## src/rtl/alu_arbiter.sv

```systemverilog
// alu_arbiter: two-requester round-robin front end for the shared 8-bit ALU.
// Latches one request, runs the ALU for one cycle and holds a registered response.
`default_nettype none

module alu_arbiter #(
    parameter int WIDTH = 8
) (
    input  logic             clk,
    input  logic             rst,
    input  logic             req0_valid,
    input  logic [WIDTH-1:0] req0_a,
    input  logic [WIDTH-1:0] req0_b,
    input  logic [3:0]       req0_op,
    output logic             req0_ready,
    input  logic             req1_valid,
    input  logic [WIDTH-1:0] req1_a,
    input  logic [WIDTH-1:0] req1_b,
    input  logic [3:0]       req1_op,
    output logic             req1_ready,
    output logic             rsp_valid,
    input  logic             rsp_ready,
    output logic             rsp_id,
    output logic [WIDTH-1:0] rsp_result,
    output logic             rsp_carry,
    output logic             rsp_zero,
    output logic             rsp_err,
    output logic [WIDTH-1:0] alu_a,
    output logic [WIDTH-1:0] alu_b,
    output logic [3:0]       alu_select,
    output logic             alu_en,
    input  logic [WIDTH-1:0] alu_out,
    input  logic             alu_cout
);

    localparam logic [3:0] OP_ADD  = 4'h1;
    localparam logic [3:0] OP_SUB  = 4'h2;
    localparam logic [3:0] OP_NOTA = 4'h6;

    typedef enum logic [1:0] {
        S_IDLE = 2'd0,
        S_EXEC = 2'd1,
        S_RESP = 2'd2
    } state_t;

    state_t           state_q;
    logic             last_grant_q;
    logic [WIDTH-1:0] a_q, b_q;
    logic [3:0]       op_q;
    logic             id_q;
    logic             alu_en_q;
    logic             rsp_valid_q, rsp_id_q, rsp_carry_q, rsp_zero_q, rsp_err_q;
    logic [WIDTH-1:0] rsp_result_q;

    logic             grant_d;
    logic             accept_d;
    logic [WIDTH-1:0] a_d, b_d;
    logic [3:0]       op_d;

    function automatic logic op_supported(input logic [3:0] op);
        return (op >= OP_ADD) && (op <= OP_NOTA);
    endfunction

    // With both requesters valid, the one not served last time wins.
    always_comb begin
        grant_d = 1'b0;
        if (req0_valid && req1_valid) begin
            grant_d = ~last_grant_q;
        end else if (req1_valid) begin
            grant_d = 1'b1;
        end
    end

    assign req0_ready = (state_q == S_IDLE) && req0_valid && !grant_d;
    assign req1_ready = (state_q == S_IDLE) && req1_valid &&  grant_d;
    assign accept_d   = req0_ready || req1_ready;

    assign a_d  = grant_d ? req1_a  : req0_a;
    assign b_d  = grant_d ? req1_b  : req0_b;
    assign op_d = grant_d ? req1_op : req0_op;

    always_ff @(posedge clk) begin
        if (rst) begin
            state_q      <= S_IDLE;
            last_grant_q <= 1'b1;
            a_q          <= '0;
            b_q          <= '0;
            op_q         <= '0;
            id_q         <= 1'b0;
            alu_en_q     <= 1'b0;
            rsp_valid_q  <= 1'b0;
            rsp_id_q     <= 1'b0;
            rsp_result_q <= '0;
            rsp_carry_q  <= 1'b0;
            rsp_zero_q   <= 1'b0;
            rsp_err_q    <= 1'b0;
        end else begin
            case (state_q)
                S_IDLE: begin
                    if (accept_d) begin
                        a_q          <= a_d;
                        b_q          <= b_d;
                        op_q         <= op_d;
                        id_q         <= grant_d;
                        last_grant_q <= grant_d;
                        alu_en_q     <= op_supported(op_d);
                        state_q      <= S_EXEC;
                    end
                end
                S_EXEC: begin
                    alu_en_q    <= 1'b0;
                    rsp_valid_q <= 1'b1;
                    rsp_id_q    <= id_q;
                    // Flags come only from the registered capture of this cycle's ALU output.
                    if (op_supported(op_q)) begin
                        rsp_result_q <= alu_out;
                        rsp_carry_q  <= ((op_q == OP_ADD) || (op_q == OP_SUB)) && alu_cout;
                        rsp_zero_q   <= (alu_out == '0);
                        rsp_err_q    <= 1'b0;
                    end else begin
                        rsp_result_q <= '0;
                        rsp_carry_q  <= 1'b0;
                        rsp_zero_q   <= 1'b0;
                        rsp_err_q    <= 1'b1;
                    end
                    state_q <= S_RESP;
                end
                S_RESP: begin
                    if (rsp_ready) begin
                        rsp_valid_q <= 1'b0;
                        state_q     <= S_IDLE;
                    end
                end
                default: begin
                    state_q <= S_IDLE;
                end
            endcase
        end
    end

    assign alu_a      = a_q;
    assign alu_b      = b_q;
    assign alu_select = op_q;
    assign alu_en     = alu_en_q;
    assign rsp_valid  = rsp_valid_q;
    assign rsp_id     = rsp_id_q;
    assign rsp_result = rsp_result_q;
    assign rsp_carry  = rsp_carry_q;
    assign rsp_zero   = rsp_zero_q;
    assign rsp_err    = rsp_err_q;

endmodule

`default_nettype wire

```

## config.mk

```make
export PLATFORM = sky130hd
export DESIGN_NAME = alu_arbiter
export DESIGN_NICKNAME = d
export VERILOG_FILES = /design/src/rtl/alu_arbiter.sv
export SDC_FILE = /design/constraint.sdc
export NUM_CORES = 1
export LEC_CHECK = 0
export CAP_MARGIN = 20
export CORE_MARGIN = 2
export CORE_UTILIZATION = 30
export DETAILED_ROUTE_END_ITERATION = 10
export DONT_BUFFER_PORTS = 1
export PLACE_DENSITY_LB_ADDON = 0.2
export SETUP_SLACK_MARGIN = 0.05
export SYNTH_ARGS = -nofsm -noshare
export SYNTH_HDL_FRONTEND = slang
export SYNTH_SLANG_ARGS = --single-unit
```

## constraint.sdc

```tcl
create_clock -name clk -period 1.9 [get_ports clk]
set_input_delay 0.57 -clock clk [delete_from_list [all_inputs] [get_ports clk]]
set_output_delay 0.57 -clock clk [all_outputs]
set_load 0.05 [all_outputs]
```

Word-level counts from Yosys, hierarchy flattened
Cells that the tools add are included.
Widths: inputs -> output; s select.
{"block": "totals", "reg_bits": 38}
{"block": "classes", "bitwise_logic": 1, "muxes": 16, "n_reduce_logical": 19, "order_cmp": 4, "n_eq_ne": 6}
{"op": "$mux 8", "count": 3}
{"op": "$ge 4x1->1 const B", "count": 2}
{"op": "$le 4x3->1 const B", "count": 2}
{"op": "$logic_and 1x1->1", "count": 8}
{"op": "$logic_not 8->1", "count": 1}
{"op": "$reduce_and 2->1", "count": 4}
{"op": "$mux 1", "count": 7}
{"op": "$pmux 2 s3", "count": 1}
{"op": "$eq 4x1->1 const B", "count": 1}
{"op": "$eq 4x2->1 const B", "count": 1}
{"op": "$mux 2", "count": 2}
{"op": "$mux 4", "count": 1}
{"op": "$ne 2x2->1 const B", "count": 2}
{"op": "$pmux 1 s2", "count": 2}
{"op": "$reduce_bool 2->1", "count": 2}
{"op": "$eq 2x1->1 const B", "count": 1}
{"op": "$eq 2x2->1 const B", "count": 1}
{"op": "$logic_not 2->1", "count": 1}
{"op": "$logic_or 1x1->1", "count": 2}
{"op": "$logic_not 1->1", "count": 1}
{"op": "$not 1->1", "count": 1}

Longest topological paths before layout
Gate-level depths: netlist of the first run.
{"block": "depth", "ltp_word": 7, "ltp_mapped": 5, "depth_no_buf": 4}

Worst setup path before layout of the first run
No wires, ideal clock.
{"block": "synth_timing", "path_kind": "input to output", "start": "input req1_valid", "end": "output req0_ready", "path_buffers": 1, "stages": 3, "required_time_ns": 1.330, "arrival_time_ns": 1.589, "slack_ns": -0.259, "cell_sequence": "a21boi_2 buf_6 nor2_1"}
{"block": "synth_between", "elab_chain_cells": 4}
{"element": "start: declaration", "line": "15", "source": "input logic req1_valid,"}
{"element": "$mux 1 / $logic_and 1x1->1 (equally long branches)", "line": "68, 66"}
{"element": "$mux 1 (*)", "line": "66", "source": "if (req0_valid && req1_valid) begin"}
{"element": "$logic_not 1->1 (*)", "line": "73", "source": "assign req0_ready = (state_q == S_IDLE) && req0_valid && !grant_d;"}
{"element": "$logic_and 1x1->1 (*)", "line": "73"}
{"element": "end: declaration", "line": "14", "source": "output logic req0_ready,"}
Every way passes the cells marked *; elsewhere a longest branch is shown, timed or not.

Worst setup path after layout of the first run
{"block": "layout_timing", "start": "register state_q[1]", "end": "output req0_ready"}
{"block": "layout_between", "elab_chain_cells": 3}
{"element": "start: declaration", "line": "45", "source": "state_t state_q;"}
{"element": "start signal: assignment", "line": "83", "source": "state_q <= S_IDLE;"}
{"element": "start signal: assignment", "line": "106", "source": "state_q <= S_EXEC;"}
{"element": "start signal: assignment", "line": "125", "source": "state_q <= S_RESP;"}
{"element": "$logic_not 2->1", "line": "73"}
{"element": "$logic_and 1x1->1 (2 in a row)", "line": "73"}
Every way passes these cells.

==> out/metrics.yaml, run 1 <==
cts_buffers: 5
dpl_worst_slack_ps: 185
grt_pass1_vias: 1283
synth_edf_count: 0
cts.root.buffer_cell: "clkbuf_8"
layout_setup_ws_ps: 147
diodes: 0
crit_type: "reg -> out"
via_per_inst: 5.36
max_slew_margin_pct: 61.9
maxCapViolations: 0
r2r_slack_ps: 380
ys_async_sr_fraction_pct: 0
clkLatencyLatePin_ps: 280
grt_use_total_pct: 13.6
ys_seq_area_share_pct: 46.8
chipWidth_um: 77.6
synth.avg_cell_area_um2: 9.62
place.gp.congestion: 0.696
dp_cells: 235
setup_viol: 0
ys_dominant_reg_cell: "dfxtp_1"
period_minus_slack_ps: 1750
synth_cells: 169
clock.fmax_mhz: 570
p_leak_nw: 0.689
worst_clock_skew_ps: 3.69
reg2regPathDepth: 4
cts.htree.levels: 2
io_buffer_count: 0
ys_warn_count: 0
die_y_um: 77.6
wl_per_cell_um: 16.6
status: "completed"
io_pins: 90
ant_nets: 0
synth_area_leaders: "dfxtp_1 47%, mux2i_1 13%, a211oi_1 9.2%"
synth_cell_types: 29
fp.coreArea_mm2: 0.00517
start_kind: "flip-flop"
synth_area_leader_cell: "dfxtp_1"
clockBufferDepth: 2
grt_pass1_wl_um: 6310
antenna_found_initial: 0
finalHoldViolations: 0
grt_max_degree: 39
rsz0062_at_grt: "no"
drcViolationCount: 0
syn_area_mm2: 0.00163
syn2layout_area_growth_pct: 12.2
post-dp-hpwl_um: 3010
die-area_mm2: 0.00603
drt_wl_total_um: 4050
nFillCells: 532
cts_tree: "built"
tightest_slew_ps: 568
min_path_cells: 1
ir_drop_mv: 0.409
timing.final.crit_share_pct: 92.3
slew_viol_final: 0
nNetsFinal: 227
arrival_ps: 1180
yosysTopAreaCellShare_pct: 46.8
worstHoldPathType: "in -> reg"
setup_tns_ps: 0
vias: 1308
gr-total-overflow: 0
clkTransAtPathRegs_ps: 70
drtIter0Drc: 61
synthesis.nets: 223
layout-drive-gt1-share_pct: 13.2
core.rowCount: 26
cellPowerDensity_mw_per_mm2: 1120
numClockSinks: 38
drt_pass1_iterations: 4
fin_cells: 244
crit_fanout: 6
initial_core_util_pct: 31.4
crit_required_ps: 1330
yosys_register_bits: 38
setup.worst_path.end_class: "output port"
final timing paths:
path                start            end
max            state_q[1]     req0_ready
min                   rst  alu_select[1]
min reg2reg          id_q           id_q
max reg2reg  last_grant_q         alu_en
layout by cell type, fill, tap and decap left out, types with 2 or more instances in the layout:
cell type and n:
a32oi_1 2, nor4_1 2, clkbuf_8 6, nor2b_1 4, a211oi_1 20, and3_1 2
nor2_1 33, buf_4 9, dfxtp_1 38, mux2i_1 21, a21oi_1 3, a22oi_1 8
nor3_1 6
area by class of cell:
type | instances | area, um2 | area share [%]
clock inverters | 1 | 5.00 | 0.274
multi-input cells | 119 | 818 | 44.8
flip-flops and latches | 38 | 761 | 41.7
well taps | 70 | 87.6 | 4.80
clock buffers | 7 | 86.3 | 4.73
repair buffers | 9 | 67.6 | 3.70
stage by stage:
stage	power [mW]	hold WS (ps)	util, %	cell area, um2
2_1_floorplan	1.43	456	-	1640
3_3_place_gp	1.48	485	33.3	1720
3_5_place_dp	1.49	502	33.3	1720
4_1_cts	2.07	339	35.2	1820
5_1_grt	2.15	329	35.3	1830
6_report	2.04	353	35.3	1830
report_power, final:
part	switching, mW	internal (mW)
Combinational	0.203	0.135
Clock	0.271	0.293
Sequential	0.264	0.874
Total	0.738	1.30
metal layers:
metal  global-route usage, %  share of wire, %  vias to the layer above
met5                       0                 0                        -
met4                    5.71               2.1                        0
met3                    6.63                10                        8
met2                    21.6                47                       60
met1                    15.5                41                      613
li1                        -                 -                      627
critical path, stage by stage, from the launching register on:
cell and delay (ps):
dfxtp_1 360, nor2_2 160, nand2_2 100, nor2_4 280
cell families after synthesis:
kind of cell | after synthesis | synth area share [%]
and+or+nand+nor | 59 | 17.8
AOI/OAI and AO/OA | 38 | 17.7
buffers and inverters | 12 | 4.31
xor gates and xnor gates | 1 | 0.539
muxes | 21 | 12.9
DFF | 38 | 46.8
sequential cells by signal, summed over array words and instances, names as in the netlist:
signal	count
last_grant_q	1
alu_b	8
alu_a	8
alu_en	1
rsp_zero	1
id_q	1
alu_select	4
rsp_result	8
rsp_carry	1
state_q	2
rsp_err	1
rsp_id	1
rsp_valid	1
cell usage after synthesis, drive strengths merged, types with 2 or more instances:
cell type,instances
dfxtp,38
a22oi,8
buf,5
a32oi,2
nor3,6
nand2,2
mux2i,21
clkbuf,7
nor4,3
a21oi,3
nor2,35
and3,2
a211oi,20
nor2b,4
timing repair:
action	in CTS	in global routing
setup buffers	1	0
setup endpoints to repair	1	1
hold buffers	0	0
gates resized for setup	1	1
pin swaps	2	1
(Power assumes the default switching activity.)
==> run 2: changes to the inputs <==
- CORE_MARGIN: 2 -> 1
==> run 2 against run 1 <==
Non-clock buffer count unchanged. Flip-flop and latch count unchanged. Combinational power decreased by 1%. Die area decreased by 5.1%. Worst setup slack improved by 9.5 ps. Total power increased by 4.9%. First-iteration DRC count decreased by 8.2%. Cell area increased by 0.89%.
==> out/metrics.yaml, run 2 (synthesized netlist as in run 1, its figures left out) <==
status: "completed"  # unchanged
cts_tree: "built"  # unchanged
seq_power_share_pct: 53.2  # was 55.8%
drt_wl_total_um: 3880  # was 4050 um
tightest_slew_ps: 593  # was 568 ps
r2r_slack_ps: 390  # was 380 ps
setup.worst_path.end_class: "output port"  # unchanged
via_per_inst: 5.19  # was 5.36
p_switching_mw: 0.744  # was 0.738 mW
start_kind: "flip-flop"  # unchanged
die-area_mm2: 0.00572  # was 0.00603 mm2
setup_tns_ps: 0  # unchanged
ir_drop_mv: 0.454  # was 0.409 mV
syn2layout_area_growth_pct: 13.2  # was 12.2%
drcViolationCount: 0  # unchanged
reg2regPathDepth: 4  # unchanged
slew_viol_final: 0  # unchanged
postCtsHoldBufs: 0  # unchanged
crit_fanout: 6  # unchanged
combPwrFrac_pct: 15.6  # was 16.6%
final_common_cell: "dfxtp_1"  # unchanged
max_slew_margin_pct: 60.2  # was 61.9%
arrival_ps: 1170  # was 1180 ps
place.gp.congestion: 0.661  # was 0.696
grt_max_degree: 39  # unchanged
initial_core_util_pct: 31.4  # unchanged
r2r-start: "last_grant_q"  # unchanged
diodes: 0  # unchanged
min_to: "state_q[1]"  # was alu_select[1]
die_y_um: 75.6  # was 77.6 um
worst_clock_skew_ps: 3.85  # was 3.69 ps
numClockSinks: 38  # unchanged
vias: 1267  # was 1308
ant_nets: 0  # unchanged
io_buffer_count: 0  # unchanged
p_total_mw: 2.14  # was 2.04 mW
internal_power_mw: 1.39  # was 1.30 mW
grt_use_total_pct: 13.4  # was 13.6%
rsz0062_at_grt: "no"  # unchanged
worstHoldPathType: "in -> reg"  # unchanged
clock.fmax_mhz: 573  # was 570 MHz
antenna_found_initial: 0  # unchanged
cts.htree.levels: 2  # unchanged
pwr-share-clk_pct: 31.2  # was 27.6%
grt_pass1_wl_um: 5600  # was 6310 um
io_pins: 90  # unchanged
clockBufferDepth: 2  # unchanged
p_leak_nw: 0.698  # was 0.689 nW
cts_buffers: 5  # unchanged
dpl_cell_area_mm2: 0.00172  # unchanged
drtIter0Drc: 56  # was 61
drt_pass1_iterations: 4  # unchanged
reg2reg_to: "alu_en"  # unchanged
switching_share_pct: 34.8  # was 36.2%
post-dp-hpwl_um: 2920  # was 3010 um
cellPowerDensity_mw_per_mm2: 1160  # was 1120 mW/mm2
timing.final.crit_share_pct: 91.8  # was 92.3%
layout-drive-gt1-share_pct: 13.8  # was 13.2%
holdCritStartpoint: "rst"  # unchanged
chipWidth_um: 75.6  # was 77.6 um
fp.coreArea_mm2: 0.00517  # unchanged
setup_viol: 0  # unchanged
finalHoldViolations: 0  # unchanged
nNetsFinal: 227  # unchanged
grt_pass1_vias: 1148  # was 1283
hold_slack_ps: 343  # was 353 ps
wl_per_cell_um: 15.9  # was 16.6 um
clkTransAtPathRegs_ps: 70  # about the same
crit_type: "reg -> out"  # unchanged
min_path_cells: 1  # unchanged
gr-total-overflow: 0  # unchanged
cts.root.buffer_cell: "clkbuf_8"  # unchanged
clkLatencyLatePin_ps: 280  # about the same
final_cell_mix: "37 x dfxtp_1, 33 x nor2_1, 21 x mux2i_1"  # was 38 x dfxtp_1, 33 x nor2_1, 21 x mux2i_1
design_area_mm2: 0.00184  # was 0.00183 mm2
period_minus_slack_ps: 1740  # was 1750 ps
maxCapViolations: 0  # unchanged
core.rowCount: 26  # unchanged
post-route-util_pct: 35.6  # was 35.3%
crit_required_ps: 1330  # about the same
==> run 2: changes by cell type in the layout (fill, tap and decap cells not counted), sizes merged <==
cell	change
clkbuf	-2
bufinv	+1
clkinv	+1
==> run 2: worst max-delay path by stage <==
| stage | from | to | slack, ps | cells past startpoint |
|---|---|---|---|---|
| 4_1_cts | state_q[1] | req0_ready | 90 | 3 |
| 3_5_place_dp | req1_valid | alu_en | 200 | 4 |
| 2_1_floorplan | req1_valid | req1_ready | 70 | 3 |
| 5_1_grt | state_q[1] | req0_ready | 80 | 3 |
| 6_report | state_q[1] | req0_ready | 160 | 3 |
| 3_3_place_gp | req1_valid | alu_en | 200 | 4 |
==> run 2: worst max-delay path, cell delays in order, from the launching register on <==
cell and delay (ps):
dfxtp_2 350, nor2_2 120, nand2_1 120, nor2_4 290
==> run 2: stage by stage <==
stage,worst slack [ps],cells
after floorplan,71.9,169
after global placement,197,235
after detailed placement,196,235
after CTS,86.6,244
after global routing,75.0,244
final,156,244
==> run 2: area by class of cell <==
cell class | instances | area, um2
repair buffers | 9 | 67.6
multi-input cells | 119 | 816
flip-flops and latches | 38 | 762
well taps | 70 | 87.6
clock buffers | 5 | 68.8
clock inverters | 3 | 40.0
fillers | 512 | 3330
==> run 2: repair_timing <==
item                                    4_1_cts  5_1_grt
resized for setup                             1        1
endpoints found under the hold margin         0        0
pin swaps                                     2        1
gates cloned                                  0        0
endpoints found under the setup margin        1        1
setup buffers                                 1        0
==> run 2: metal layers <==
layer,wire length [um],GRT usage [%]
met3,472,7.54
met1,1540,15.7
met5,0,0
met2,1810,20.8
met4,47,4.32
==> run 2: power groups by stage <==
stage | combinational [mW] | sequential [mW] | clock [mW]
after detailed placement | 0.334 | 1.16 | 0
after floorplan | 0.250 | 1.18 | 0
final | 0.334 | 1.14 | 0.668
after CTS | 0.340 | 1.14 | 0.691
after global routing | 0.367 | 1.15 | 0.736
after global placement | 0.323 | 1.15 | 0
